===== config.mk =====
export PLATFORM = sky130hd
export DESIGN_NAME = dmem_responder
export DESIGN_NICKNAME = d
export VERILOG_FILES = /design/src/rtl/dmem_pkg.sv /design/src/rtl/dmem_lane_align.sv /design/src/rtl/dmem_responder.sv
export SDC_FILE = /design/constraint.sdc
export NUM_CORES = 2
export LEC_CHECK = 0
export CAP_MARGIN = 10
export CELL_PAD_IN_SITES_DETAIL_PLACEMENT = 1
export CELL_PAD_IN_SITES_GLOBAL_PLACEMENT = 1
export CORE_MARGIN = 2
export CORE_UTILIZATION = 34
export CTS_BUF_LIST = sky130_fd_sc_hd__clkbuf_8
export CTS_CLUSTER_DIAMETER = 30
export DETAILED_ROUTE_END_ITERATION = 7
export DONT_BUFFER_PORTS = 1
export PLACE_DENSITY_LB_ADDON = 0.1
export SETUP_SLACK_MARGIN = 0.15
export SLEW_MARGIN = 20
export SYNTH_ARGS = -nofsm -noshare
export SYNTH_HDL_FRONTEND = slang
export SYNTH_SLANG_ARGS = --single-unit

===== constraint.sdc =====
create_clock -name clk -period 14 [get_ports clk]
set_input_delay 2.1 -clock clk [delete_from_list [all_inputs] [get_ports clk]]
set_output_delay 2.1 -clock clk [all_outputs]
set_load 0.03 [all_outputs]

===== src/rtl/dmem_pkg.sv =====
// Shared types and helpers for the data-memory responder: funct3 codes,
// FSM states, the captured request and the alignment check.
package dmem_pkg;

    localparam int DM_ADDR_W = 9;
    localparam int DATA_W    = 32;

    typedef enum logic [2:0] {
        F3_B  = 3'd0,
        F3_H  = 3'd1,
        F3_W  = 3'd2,
        F3_BU = 3'd4,
        F3_HU = 3'd5
    } funct3_e;

    typedef enum logic [1:0] {
        IDLE,
        WAIT,
        RESP
    } state_e;

    typedef struct packed {
        logic                 we;
        logic [DM_ADDR_W-1:0] addr;
        logic [DATA_W-1:0]    wdata;
        logic [2:0]           funct3;
    } dmem_req_t;

    function automatic logic is_misaligned(input logic [2:0] funct3, input logic [1:0] lane);
        logic mis;
        mis = 1'b0;
        case (funct3)
            F3_H, F3_HU: mis = lane[0];
            F3_W:        mis = (lane != 2'b00);
            default:     mis = 1'b0;
        endcase
        return mis;
    endfunction

endpackage


===== src/rtl/dmem_lane_align.sv =====
// Byte-lane steering: extracts and extends load data from a memory word and
// merges right-aligned store data into it under a byte enable.
module dmem_lane_align
    import dmem_pkg::*;
(
    input  logic [2:0]  funct3,
    input  logic [1:0]  lane,
    input  logic [31:0] word_in,
    input  logic [31:0] wdata,
    output logic [31:0] rdata,
    output logic [31:0] wr_word,
    output logic [3:0]  be
);

    logic [31:0] rd_shift;
    logic [31:0] wr_shift;

    always_comb begin
        rd_shift = word_in >> {lane, 3'b000};
        wr_shift = wdata << {lane, 3'b000};
        rdata    = '0;
        be       = '0;
        case (funct3)
            F3_B:  rdata = {{24{rd_shift[7]}}, rd_shift[7:0]};
            F3_BU: rdata = {24'h0, rd_shift[7:0]};
            F3_H:  rdata = {{16{rd_shift[15]}}, rd_shift[15:0]};
            F3_HU: rdata = {16'h0, rd_shift[15:0]};
            F3_W:  rdata = word_in;
            default: rdata = '0;
        endcase
        case (funct3)
            F3_B:    be = 4'b0001 << lane;
            F3_H:    be = 4'b0011 << lane;
            F3_W:    be = 4'b1111;
            default: be = '0;
        endcase
        for (int unsigned i = 0; i < 4; i++) begin
            wr_word[8*i +: 8] = be[i] ? wr_shift[8*i +: 8] : word_in[8*i +: 8];
        end
    end

endmodule


===== src/rtl/dmem_responder.sv =====
// Multi-cycle data-memory responder: one request per handshake, one response
// LATENCY cycles later, RV32I byte/half/word load/store semantics.
module dmem_responder
    import dmem_pkg::*;
#(
    parameter int DM_ADDRESS = 9,
    parameter int DATA_W     = 32,
    parameter int LATENCY    = 2
) (
    input  logic                  clk,
    input  logic                  reset,
    input  logic                  req_valid,
    input  logic                  req_we,
    input  logic [DM_ADDRESS-1:0] req_addr,
    input  logic [DATA_W-1:0]     req_wdata,
    input  logic [2:0]            req_funct3,
    output logic                  req_ready,
    output logic                  rsp_valid,
    output logic [DATA_W-1:0]     rsp_rdata,
    output logic                  rsp_err
);

    localparam int WORDS = 2 ** (DM_ADDRESS - 2);

    if (LATENCY < 1 || LATENCY > 15) begin : g_bad_latency
        $error("dmem_responder: LATENCY must be in 1..15");
    end
    if (DATA_W != 32) begin : g_bad_width
        $error("dmem_responder: only DATA_W == 32 is supported");
    end
    if (DM_ADDRESS != DM_ADDR_W) begin : g_bad_addr
        $error("dmem_responder: DM_ADDRESS must match dmem_pkg::DM_ADDR_W");
    end

    state_e      state_q, state_d;
    logic [3:0]  cnt_q, cnt_d;
    dmem_req_t   req_q, req_d;
    logic        rsp_valid_q, rsp_valid_d;
    logic        rsp_err_q, rsp_err_d;
    logic [31:0] rsp_rdata_q, rsp_rdata_d;
    logic [31:0] mem_q [WORDS];

    logic                  enter_resp;
    logic                  access_err;
    logic                  illegal_f3;
    logic                  mem_we;
    logic [DM_ADDRESS-3:0] widx;
    logic [31:0]           ld_data;
    logic [31:0]           wr_word;
    logic [3:0]            be;

    assign req_ready = (state_q == IDLE) && reset;

    // Commit logic works on req_d, not req_q: with LATENCY == 1 the commit edge
    // is the accept edge itself, so the request register is not loaded yet.
    assign widx = req_d.addr[DM_ADDRESS-1:2];

    dmem_lane_align u_align (
        .funct3  (req_d.funct3),
        .lane    (req_d.addr[1:0]),
        .word_in (mem_q[widx]),
        .wdata   (req_d.wdata),
        .rdata   (ld_data),
        .wr_word (wr_word),
        .be      (be)
    );

    always_comb begin
        state_d     = state_q;
        cnt_d       = cnt_q;
        req_d       = req_q;
        enter_resp  = 1'b0;
        rsp_valid_d = 1'b0;
        rsp_err_d   = 1'b0;
        rsp_rdata_d = '0;

        case (state_q)
            IDLE: begin
                if (req_valid && req_ready) begin
                    req_d = '{we: req_we, addr: req_addr, wdata: req_wdata, funct3: req_funct3};
                    if (LATENCY > 1) begin
                        state_d = WAIT;
                        cnt_d   = 4'(LATENCY - 2);
                    end else begin
                        state_d    = RESP;
                        enter_resp = 1'b1;
                    end
                end
            end
            WAIT: begin
                if (cnt_q == 4'd0) begin
                    state_d    = RESP;
                    enter_resp = 1'b1;
                end else begin
                    cnt_d = cnt_q - 4'd1;
                end
            end
            RESP:    state_d = IDLE;
            default: state_d = IDLE;
        endcase

        if (req_d.we) illegal_f3 = !(req_d.funct3 inside {3'd0, 3'd1, 3'd2});
        else          illegal_f3 = req_d.funct3 inside {3'd3, 3'd6, 3'd7};
        access_err = illegal_f3 || is_misaligned(req_d.funct3, req_d.addr[1:0]);
        mem_we     = enter_resp && req_d.we && !access_err && reset;

        if (enter_resp) begin
            rsp_valid_d = 1'b1;
            rsp_err_d   = access_err;
            rsp_rdata_d = (access_err || req_d.we) ? '0 : ld_data;
        end
    end

    always_ff @(posedge clk) begin
        if (!reset) begin
            state_q     <= IDLE;
            cnt_q       <= '0;
            req_q       <= '0;
            rsp_valid_q <= 1'b0;
            rsp_err_q   <= 1'b0;
            rsp_rdata_q <= '0;
        end else begin
            state_q     <= state_d;
            cnt_q       <= cnt_d;
            req_q       <= req_d;
            rsp_valid_q <= rsp_valid_d;
            rsp_err_q   <= rsp_err_d;
            rsp_rdata_q <= rsp_rdata_d;
        end
    end

    // Storage is deliberately outside reset; byte enables are folded into wr_word.
    always_ff @(posedge clk) begin
        if (mem_we) mem_q[widx] <= wr_word;
    end

    assign rsp_valid = rsp_valid_q;
    assign rsp_err   = rsp_err_q;
    assign rsp_rdata = rsp_rdata_q;

endmodule


# Word-level counts from Yosys, hierarchy flattened
# Memories as Yosys holds them, arrays and structs flattened.
# Index checks and enable logic that the tools add are counted.
[totals] ram_bits=4096 in_bits=48 latchBits=0 mem_count=1 elab_cells=70 ff_bits=85 output_inout_bits=35 rom_bits=0
[mem_list] memory="mem_q" words=128 word_bits=32 rd=1 rd_ports_with_merged_regs=0 write_ports=1 line="dmem_responder.sv:41" source="logic [31:0] mem_q [WORDS];"
[classes] mul=0 n_addsub=1 eq_ne=11 n_reduce_logical=21 n_shift=4 bitwise=2 magnitude_cmp=0 n_div=0 n_mux=21
[op_table] cell="32-bit case mux with 5 select lines" count=1
[op_table] cell="45-bit two-way mux" count=2
[op_table] cell="8-bit two-way mux" count=4
[op_table] cell="32-bit by 5-bit left shift with 32-bit output" count=1
[op_table] cell="32-bit by 5-bit >> shifter with 16-bit output" count=1
[op_table] cell="3-bit == test, second input constant" count=4
[op_table] cell="4-bit case mux with 3 select lines" count=1
[op_table] cell="4-bit two-way mux" count=2
[op_table] cell="4-bit case mux with 2 select lines" count=1
[op_table] cell="3-bit by 2-bit == test with 1-bit output, second input constant" count=2
[op_table] cell="1-bit two-way mux" count=6
[op_table] cell="3-bit nonzero test" count=2
[op_table] cell="1-bit logical AND" count=5
[op_table] cell="4-bit zero test" count=1
[op_table] cell="2-bit two-way mux" count=2
[op_table] cell="2-bit != test, second input constant" count=2
[op_table] cell="2-bit case mux with 2 select lines" count=1
[op_table] cell="2-bit AND reduction" count=2
[op_table] cell="2-bit nonzero test" count=2
[op_table] cell="1-bit by 2-bit left shift with 4-bit output, first input constant" count=1
[op_table] cell="2-bit by 2-bit left shift with 4-bit output, first input constant" count=1
[op_table] cell="4-bit by 1-bit subtractor with 4-bit output, second input constant" count=1
[op_table] cell="3-bit by 1-bit == test with 1-bit output, second input constant" count=1
[op_table] cell="3-bit zero test" count=1
[op_table] cell="other kinds (10)" count=13

# Longest topological paths before layout
[depth] word_depth=15 mapped_depth=18

# By module
# Synthesis repeated with hierarchy kept, for this count alone.
[hier_totals] cells_unflattened=11380 hier_area_um2=162577.2
[by_module_without_submodules] mod="dmem_responder" seq_area_each_um2=124699.6 area_each_um2=160925.6 cells_each=11114 instances=1
[by_module_without_submodules] mod="dmem_lane_align" seq_area_each_um2=0.0 area_each_um2=1651.6 cells_each=266 instances=1

# Worst setup path before layout
# Ideal clock, no wire load.
[synth_path] kind="input port to flip-flop" from="input port reset" to="memory mem_q[0][26], data pin" required_ps=12803 cell_stages=13 setup_ps=1197 arrival_time_ps=9190 slack_ps=3613 path_cell_list="nand4bb_1 -> buf_6 -> buf_6 -> buf_2 -> buf_4 -> buf_2 -> buf_4 -> buf_2 -> buf_1 -> mux2i_1 -> mux2i_1 -> a21oi_1 -> o21ai_0"
[synth_between] elab_chain_len=7 word_cells_on_any_way=13
[synth_lines] item="start: declaration" line="dmem_responder.sv:11" source="input logic reset,"
[synth_lines] item="1-bit logical AND (*)" line="dmem_responder.sv:52" source="assign req_ready = (state_q == IDLE) && reset;"
[synth_lines] item="1-bit logical AND (*)" line="dmem_responder.sv:79" source="if (req_valid && req_ready) begin"
[synth_lines] item="45-bit two-way mux (*)" line="dmem_responder.sv:79"
[synth_lines] item="45-bit two-way mux (*)" line="dmem_responder.sv:77" source="case (state_q)"
[synth_lines] item="parallel branches: the longest is 2 deep, another holds memory 128 x 32 bit"
[synth_lines] item="8-bit two-way mux (*)" line="dmem_lane_align.sv:38" source="wr_word[8*i +: 8] = be[i] ? wr_shift[8*i +: 8] : word_in[8*i +: 8];"
[synth_lines] item="net u_align.wr_word[26]" line="dmem_lane_align.sv:11" source="output logic [31:0] wr_word,"
[synth_lines] item="end: declaration" line="dmem_responder.sv:41"
# Mark *: on every way through the listed nets, which the timed path passes.

# Worst setup path in the final report
[layout_path] from="input port reset" to="memory mem_q[13][2], data pin"
# Same word-level chain as after synthesis.

==> flow_summary.toml <==
[routing]
route.detailed.drc = 0
ant_nets = 0
dr.pass1.iters = 6
wl_per_cell_um = 40.4
detailroute.via_count = 104000
drt_iter0_markers = 12600
finalWirelength_mm = 694
vias_per_cell = 6.03

[clock_network]
htree_num_levels = 6
cts-root-buf = "clkbuf_8"
path_clk_slew_ps = 60
clock_sinks = 4181
cts_buffers = 960
ctsResizeCount = 0
cts_setup_buffers = 0
cts_tree = "built"
clock_path_buffers = 4
clock_latency_ps = 1380
hold_buffers = 0

[logic_synthesis]
synth-edff-count = 4096
ys_ff_latch = 4181
synth_nets = 9452
synth.top_cell.area_share_pct = 78.5
yosys.area.top_type = "edfxtp_1"
synth_ff_type = "edfxtp_1"
ys_seq_area_share_pct = 79.6
yosys-top-cells-area = "edfxtp_1 (79%), o22ai_1 (5.8%), o221ai_1 (1.4%), nor2_1 (1.1%), dfxtp_1 (1.1%)"
synthArstFlopShare_pct = 0
syn_area_per_cell_um2 = 16.7
syn-cell-area_um2 = 157000
syn_inst = 9402
synth_cell_types = 85
ys_warn_count = 0

[layout]
finalNonFillerCells = 17200
fin_area_um2 = 188000
fin_util_pct = 41.0
nets = 10200
area_growth_pct = 20.2
drive_above_1_share_pct = 20.1

[die]
die_height_um = 683
die_x_um = 683
num_rows = 249
die_area_um2 = 466000
core_area_um2 = 460000
start_util_pct = 34.1
ioPinCount = 83

[worst_setup_path]
worst_ep_required_time_ps = 15010
cp-end-kind = "flop"
crit_type = "in -> reg"
crit_arrival_ps = 9690
cp-start-kind = "input port"
path_max_fanout = 91

[sta]
tightestPinTransition_ps = 1390
setup_ws_ps = 5320
max-slew-margin-rel_pct = 6.32
holdWs_ps = 469
finalHoldViolCount = 0
skew_ps = 147
max_freq_ghz = 0.115
setup-tns-final_ps = 0
layout_worst_path_cycle_share_pct = 62.0
setup_violations = 0
period_needed_ps = 8680
drv_slew = 0
rsz0062_at_grt = "false"

[power]
ir_worst_vdd_v = 0.000110
power_mw = 33.5
p_per_area_nw_per_um2 = 178
leakagePower_nw = 59.6

[grt]
grt.busiest_layer = "met2"
grt_pass1_vias = 104000
grtUsageMet3_pct = 4.93
grt_max_degree = 162
use_met2_pct = 45.8
grt_overflow = 0
antenna_found_initial = 64
grt_use_total_pct = 29.0
grt_pass1_wl_mm = 927
met1_usage_pct = 39.5

[place]
placed_cells = 15300
io_buffers = 0
post-dp-hpwl_mm = 375
gp_congestion = 0.876
dpl-instance-area_um2 = 167000
post-place-ws_ps = 4210

[job]
maxCapViolCount = 0

[status]
status = "complete, no violations"

[min_path]
worstHoldPathType = "reg -> reg"
cell usage in the layout (no fill, tap or decap), types with 131 or more instances in the layout:
| cell | n |
|---|---|
| nand2_1 | 369 |
| nor3_1 | 230 |
| inv_1 | 192 |
| o22a_1 | 158 |
| nor2_4 | 131 |
| o22ai_1 | 1445 |
| mux2i_1 | 156 |
| a21oi_1 | 167 |
| clkinv_1 | 202 |
| o221ai_1 | 249 |
| clkbuf_8 | 965 |
| edfxtp_1 | 4096 |
| nor2_1 | 314 |
| buf_4 | 411 |
| clkinv_2 | 186 |
| nor4_1 | 205 |
sequential cells by signal (all words and copies together) (netlist names):
| name | count |
|---|---|
| req_q | 45 |
| cnt_q | 4 |
| mem_q | 4096 |
| rsp_rdata | 32 |
| state_q | 2 |
| rsp_err | 1 |
| rsp_valid | 1 |
cell usage after synthesis (all sizes together), types with 10 or more instances:
cell type	number
a211oi	62
a21boi	17
a21o	12
a21oi	178
a222oi	21
a22oi	13
a311oi	30
a31oi	35
a32o	13
a32oi	30
and2	12
buf	465
clkbuf	211
dfxtp	85
edfxtp	4096
inv	47
mux2	24
mux2i	172
nand2	378
nand2b	75
nand3	58
nand3b	10
nand4	16
nand4b	11
nor2	455
nor2b	38
nor3	239
nor3b	35
nor4	223
nor4b	68
nor4bb	14
o2111ai	47
o211a	11
o211ai	39
o21ai	145
o221ai	249
o22a	158
o22ai	1450
o31ai	22
o41ai	34
or3	19
or4	14
cell families after synthesis:
| kind of cell | after synthesis | share of synthesized area [%] |
|---|---|---|
| mux | 196 | 1.29 |
| xor+xnor | 3 | 0.0168 |
| buf+inv | 723 | 2.30 |
| simple gates | 1689 | 5.45 |
| fa+ha+maj | 2 | 0.0160 |
| compound gates | 2608 | 11.3 |
| flops | 4181 | 79.6 |
power by group:
| group | total (mW) | internal, mW | switching, mW |
|---|---|---|---|
| sequential | 14.9 | 14.8 | 0.0197 |
| combinational | 3.53 | 0.638 | 2.89 |
| clock | 15.1 | 8.89 | 6.20 |
routing by layer:
metal	part of all wire (%)	routed length [um]	up-vias
li1	-	-	41000
met1	42	288000	56200
met2	46	320000	5275
met3	7.7	53600	1160
met4	4.7	32400	14
met5	0.012	83	-
cell type report:
class                      instances  area (um^2)
fill                           45100       271000
sequential                      4181       125000
multi-input combinational       4498        30400
clock buffer                     965        13300
tap                             6149         7690
clock inverter                   824         7660
timing repair buffer             466         4240
inverter                          47          176
antenna                           41          103
path summary, 6_finish.rpt:
check	cells after the start	from	slack (ps)	endpoint
max	14	reset	5320	mem_q[13][2]
min	2	req_q[29]	470	req_q[29]
max reg2reg	14	state_q[0]	5520	mem_q[13][2]
min reg2reg	2	req_q[29]	470	req_q[29]
worst max-delay path, stage by stage:
cell       delay [ps]
nand4bb_4         270
buf_12            460
mux2i_4           930
buf_12            440
buf_12            450
o22ai_1           160
nor4_1            650
nand2_1           410
a31oi_1           960
a221o_1           490
nand2_1           150
o21ai_4           390
buf_4             650
buf_4             570
Power figures use the tool's default switching activity.
